--- src/rtl/regfile_port_sched.sv ---
// Write-port scheduler for a 32x32 register file.
// After reset it zero-fills r1..r(NREG-1), then shares the single write port
// between the WB stage and a long-latency unit (mul/div/load-miss). The WB
// stage normally has priority. A refused long-latency result is forced
// through once it has waited STARVE_LIMIT cycles. A busy scoreboard of
// pending long-latency destinations drives the decode-stage stall.
module regfile_port_sched #(
    parameter int NREG         = 32,
    parameter int AW           = 5,
    parameter int DW           = 32,
    parameter int STARVE_LIMIT = 4
) (
    input  logic          clk,
    input  logic          rst,
    input  logic          wb_we,
    input  logic [AW-1:0] wb_a3,
    input  logic [DW-1:0] wb_wd,
    output logic          wb_stall,
    input  logic          ll_valid,
    input  logic [AW-1:0] ll_a3,
    input  logic [DW-1:0] ll_wd,
    output logic          ll_ready,
    input  logic          issue_valid,
    input  logic [AW-1:0] issue_a3,
    input  logic [AW-1:0] id_a1,
    input  logic [AW-1:0] id_a2,
    output logic          stall_id,
    output logic [AW-1:0] a3,
    output logic [DW-1:0] wd3,
    output logic          we3,
    output logic          init_done
);

    localparam int SW = $clog2(STARVE_LIMIT + 1);

    typedef enum logic {ST_CLEAR, ST_RUN} state_t;

    state_t          state_reg, state_next;
    logic [AW-1:0]   clr_ptr_reg;
    logic [SW-1:0]   starve_reg;
    logic [NREG-1:0] busy_reg;

    logic run;
    logic forced;
    logic ll_ready_run;
    logic wb_stall_run;
    logic ll_grant;
    logic wb_grant;

    // A reset applied in the middle of RUN takes effect combinationally on the
    // outputs, so RUN-only behaviour is gated by the live reset input as well.
    assign run          = (state_reg == ST_RUN) && !rst;
    assign forced       = (starve_reg == SW'(STARVE_LIMIT));
    assign ll_ready_run = !wb_we || forced;
    assign wb_stall_run = wb_we && forced && ll_valid;
    assign ll_grant     = run && ll_valid && ll_ready_run;
    assign wb_grant     = run && wb_we && !wb_stall_run && !ll_grant;

    // State register: reset always restarts the zero-fill.
    always_ff @(posedge clk) begin
        if (rst) state_reg <= ST_CLEAR;
        else     state_reg <= state_next;
    end

    // Next state: leave CLEAR after the last register has been written.
    always_comb begin
        state_next = state_reg;
        if (state_reg == ST_CLEAR && clr_ptr_reg == AW'(NREG - 1))
            state_next = ST_RUN;
    end

    // Zero-fill pointer: starts at r1, because r0 is hardwired zero.
    always_ff @(posedge clk) begin
        if (rst)                        clr_ptr_reg <= AW'(1);
        else if (state_reg == ST_CLEAR) clr_ptr_reg <= clr_ptr_reg + AW'(1);
    end

    // Starvation counter: counts consecutive refused LL cycles and saturates.
    // It clears after a transfer, or when the LL unit has nothing to offer.
    always_ff @(posedge clk) begin
        if (rst) begin
            starve_reg <= '0;
        end else if (run && ll_valid && !ll_ready_run) begin
            if (!forced) starve_reg <= starve_reg + SW'(1);
        end else begin
            starve_reg <= '0;
        end
    end

    // Busy scoreboard: an issue sets the bit and an LL transfer clears it.
    // When both hit the same register, the issue wins. r0 is never busy.
    generate
        for (genvar gi = 0; gi < NREG; gi++) begin : g_busy
            if (gi == 0) begin : g_zero
                assign busy_reg[gi] = 1'b0;
            end else begin : g_bit
                // Per-register pending flag.
                always_ff @(posedge clk) begin
                    if (rst)
                        busy_reg[gi] <= 1'b0;
                    else if (run && issue_valid && issue_a3 == AW'(gi))
                        busy_reg[gi] <= 1'b1;
                    else if (ll_grant && ll_a3 == AW'(gi))
                        busy_reg[gi] <= 1'b0;
                end
            end
        end
    endgenerate

    // Outputs: write port, handshakes and stalls, from state plus live inputs.
    // A granted write to r0 completes its handshake but writes nothing.
    always_comb begin
        we3       = 1'b0;
        a3        = '0;
        wd3       = '0;
        ll_ready  = 1'b0;
        wb_stall  = 1'b1;
        stall_id  = 1'b1;
        init_done = 1'b0;
        if (!rst) begin
            case (state_reg)
                ST_CLEAR: begin
                    we3 = 1'b1;
                    a3  = clr_ptr_reg;
                end
                default: begin
                    init_done = 1'b1;
                    ll_ready  = ll_ready_run;
                    wb_stall  = wb_stall_run;
                    stall_id  = busy_reg[id_a1] | busy_reg[id_a2];
                    if (ll_grant && ll_a3 != '0) begin
                        we3 = 1'b1;
                        a3  = ll_a3;
                        wd3 = ll_wd;
                    end else if (wb_grant && wb_a3 != '0) begin
                        we3 = 1'b1;
                        a3  = wb_a3;
                        wd3 = wb_wd;
                    end
                end
            endcase
        end
    end

endmodule
--- config.mk ---
export PLATFORM = sky130hd
export DESIGN_NAME = regfile_port_sched
export DESIGN_NICKNAME = d
export VERILOG_FILES = /design/src/rtl/regfile_port_sched.sv
export SDC_FILE = /design/constraint.sdc
export NUM_CORES = 1
export LEC_CHECK = 0
export ABC_CLOCK_PERIOD_IN_PS = 3800
export CAP_MARGIN = 10
export CORE_MARGIN = 2
export CORE_UTILIZATION = 44
export CTS_CLUSTER_SIZE = 30
export DETAILED_ROUTE_END_ITERATION = 10
export HOLD_SLACK_MARGIN = 0.1
export PLACE_DENSITY = 0.95
export SLEW_MARGIN = 20
export SYNTH_ARGS = -nofsm -noshare
export SYNTH_HDL_FRONTEND = slang
export SYNTH_SLANG_ARGS = --single-unit
--- constraint.sdc ---
create_clock -name clk -period 3.8 [get_ports clk]
set_input_delay 0.38 -clock clk [delete_from_list [all_inputs] [get_ports clk]]
set_output_delay 0.38 -clock clk [all_outputs]
set_load 0.01 [all_outputs]
==> flow_metrics.tcl <==
set metrics [dict create \
    cts_num_sinks 40 \
    die_w_um 82.6 \
    gp_congestion 0.938 \
    grt_pass1_vias 3009 \
    dp.cells 517 \
    synth_area_leaders "dfxtp_1, a22o_1, mux4_1, a21oi_1, o21ai_0" \
    start_util 0.457 \
    areaGrowthSynthToFinish_pct 55.2 \
    status "completed" \
    cts_made_buffers 5 \
    fp.dieArea_um2 6820 \
    cts_root_buf "clkbuf_8" \
    grtUsageTotal 0.267 \
    grt_max_degree 34 \
    mappedNetlistNets 420 \
    setup_ws_ns 0.388 \
    p_clk_frac 0.328 \
    rows 28 \
    cts.path.max_buffers 2 \
    dpl.hpwl_um 7310 \
    postCtsHoldBufs 0 \
    drive_gt1_frac 0.0557 \
    clk_latency_ns 0.28 \
    diodes 0 \
    rsz0062_at_grt "no" \
    finalInstanceArea_um2 4220 \
    syn_inst 322 \
    setup_viol 0 \
    n_fill_cell 467 \
    combPwrFrac 0.204 \
    post-route-util 0.708 \
    cts_tree "yes" \
    drc 0 \
    routed_wl_um 9320 \
    switching_share 0.232 \
    power_mw 0.915 \
    cp_data_required_time_ns 3.42 \
    largest_reg_flops 31 \
    synth.distinct_cells 43 \
    grt_pass1_wl_um 14200 \
    worstSetupStartpointType "primary input" \
    multi_input_area_um2 1790 \
    synthFlopType "dfxtp_1" \
    power.internal_mw 0.702 \
    power_frac_seq 0.468 \
    layoutNonFillerInstCount 524 \
    clock.fmax_mhz 293 \
    core_area_um2 5960 \
    finalHoldViolCount 0 \
    place_area_um2 4120 \
    drtAntennaViolNets 0 \
    port_buffers 135 \
    drt_iter0_drc 438 \
    reg2reg_slack_ns 1.86 \
    yosys_warnings 0 \
    path_max_fanout 7 \
    vias 3148 \
    wire_per_inst_um 17.8 \
    nNetsFinal 547 \
    power.density_nw_per_um2 217 \
    postCtsSetupBuffers 0 \
    leakage_nw 1.48 \
    arrival_ns 3.03 \
    slew_headroom 0.563 \
    worstSetupPathType "in -> out" \
    yosysTopAreaCell "dfxtp_1" \
    clk_pin_slew_ns 0.07 \
    setup-tns-final_ns 0 \
    hold_path.class "reg -> reg" \
    ir_worst_vdd_mv 0.187 \
    fin_crit_sh 0.898 \
    p_sw_mw 0.212 \
    synthArstFlopShare 0 \
    antenna_found_initial 0 \
    hold_slack_ns 0.451 \
    die-height_um 82.6 \
    preCtsSetupSlack_ns 0.354 \
    drv_cap 0 \
    drv_slew 0 \
    ios 136 \
    synth_edf_count 0 \
    period_minus_slack_ns 3.41 \
    yosys_register_bits 40 \
    first_pass_iters 6 \
    synth_top_area_frac 0.295 \
    vias_per_cell 6.01 \
    fin_skew_ns 0.00527 \
    synth_area_um2 2720 \
    seq_area_frac_synth 0.295 \
    cts_resized 0 \
    h-tree-depth 2 \
    worst_pin_slew_ns 0.656 \
    synth_area_per_cell_um2 8.44 \
    critPathCaptureType "output port" \
    grt-ovfl-total 0 \
    seqCellArea_um2 801 \
]
layout make-up:
type	count	area share
inverters	8	0.00712
clock buffers	7	0.0228
well taps	75	0.0222
flip-flops and latches	40	0.190
multi-input cells	251	0.423
repair buffers	143	0.335
worst max-delay path, cell delays in order:
cell and delay (ns):
clkdlybuf4s50_1 0.72, mux4_1 0.61, mux2_2 0.28, a211o_1 0.28, a211o_1 0.28, clkdlybuf4s50_1 0.47
Yosys cell counts, types with 2 or more instances:
| cell type | instances |
|---|---|
| nor2b_1 | 8 |
| buf_1 | 2 |
| nand4_1 | 4 |
| nor3_1 | 2 |
| xnor2_1 | 2 |
| o21ai_0 | 32 |
| dfxtp_1 | 40 |
| nand2_1 | 31 |
| a211o_1 | 2 |
| a22o_1 | 32 |
| mux4_2 | 4 |
| nor3b_1 | 4 |
| nand3b_1 | 3 |
| nor2_1 | 22 |
| mux2_2 | 2 |
| nand2b_1 | 7 |
| a22oi_1 | 3 |
| nand4b_1 | 2 |
| a21oi_1 | 32 |
| o2111ai_1 | 3 |
| mux4_1 | 7 |
| xor2_1 | 2 |
| a222oi_1 | 4 |
| and3_1 | 2 |
| nand3_1 | 12 |
| mux2i_1 | 13 |
| inv_1 | 8 |
| ha_1 | 4 |
| clkbuf_1 | 12 |
| buf_2 | 8 |
layout by cell type, fill, tap and decap left out, types with 2 or more instances in the layout:
master           instances
clkdlybuf4s50_1        135
dfxtp_1                 40
a22o_1                  32
a21oi_1                 32
o21ai_0                 32
nand2_1                 31
nor2_1                  22
mux2i_1                 13
nand3_1                 12
inv_1                    8
nor2b_1                  8
buf_4                    8
mux4_1                   7
nand2b_1                 7
clkbuf_8                 7
a222oi_1                 4
nor3b_1                  4
mux4_2                   4
nand4_1                  4
ha_1                     4
nand3b_1                 3
a22oi_1                  3
o2111ai_1                3
and3_1                   2
mux2_2                   2
a211o_1                  2
nand4b_1                 2
xor2_1                   2
xnor2_1                  2
nor3_1                   2
layer usage:
metal	wire, µm	GRT usage	up-vias	part of all wire
met3	844	0.0663	14	0.091
li1	-	-	1478	-
met2	4770	0.470	194	0.51
met4	126	0.0492	0	0.014
met5	0	0	-	0
met1	3590	0.333	1462	0.38
kinds of logic after synthesis:
| logic type | Yosys count | share of synthesized area |
|---|---|---|
| fa+ha+maj | 4 | 0.0184 |
| flops | 40 | 0.295 |
| mux | 26 | 0.157 |
| compound gates | 117 | 0.288 |
| simple gates | 100 | 0.180 |
| xor+xnor | 4 | 0.0129 |
| buf+inv | 31 | 0.0492 |
final timing paths:
kind	startpoint	end	cells past startpoint
worst min-delay path	starve_reg[0]	starve_reg[0]	1
worst max-delay path	id_a2[0]	stall_id	6
worst max register to register	state_reg	busy_reg[25]	7
worst min register to register	starve_reg[0]	starve_reg[0]	1
power by group through the flow:
| stage | logic (mW) | clock network (mW) | registers (mW) |
|---|---|---|---|
| 3_5_place_dp | 0.184 | 0 | 0.437 |
| 6_report | 0.186 | 0.300 | 0.428 |
| 3_3_place_gp | 0.180 | 0 | 0.437 |
| 5_1_grt | 0.199 | 0.322 | 0.428 |
| 4_1_cts | 0.185 | 0.300 | 0.428 |
| 2_1_floorplan | 0.0590 | 0 | 0.436 |
(Power assumes the default switching activity.)
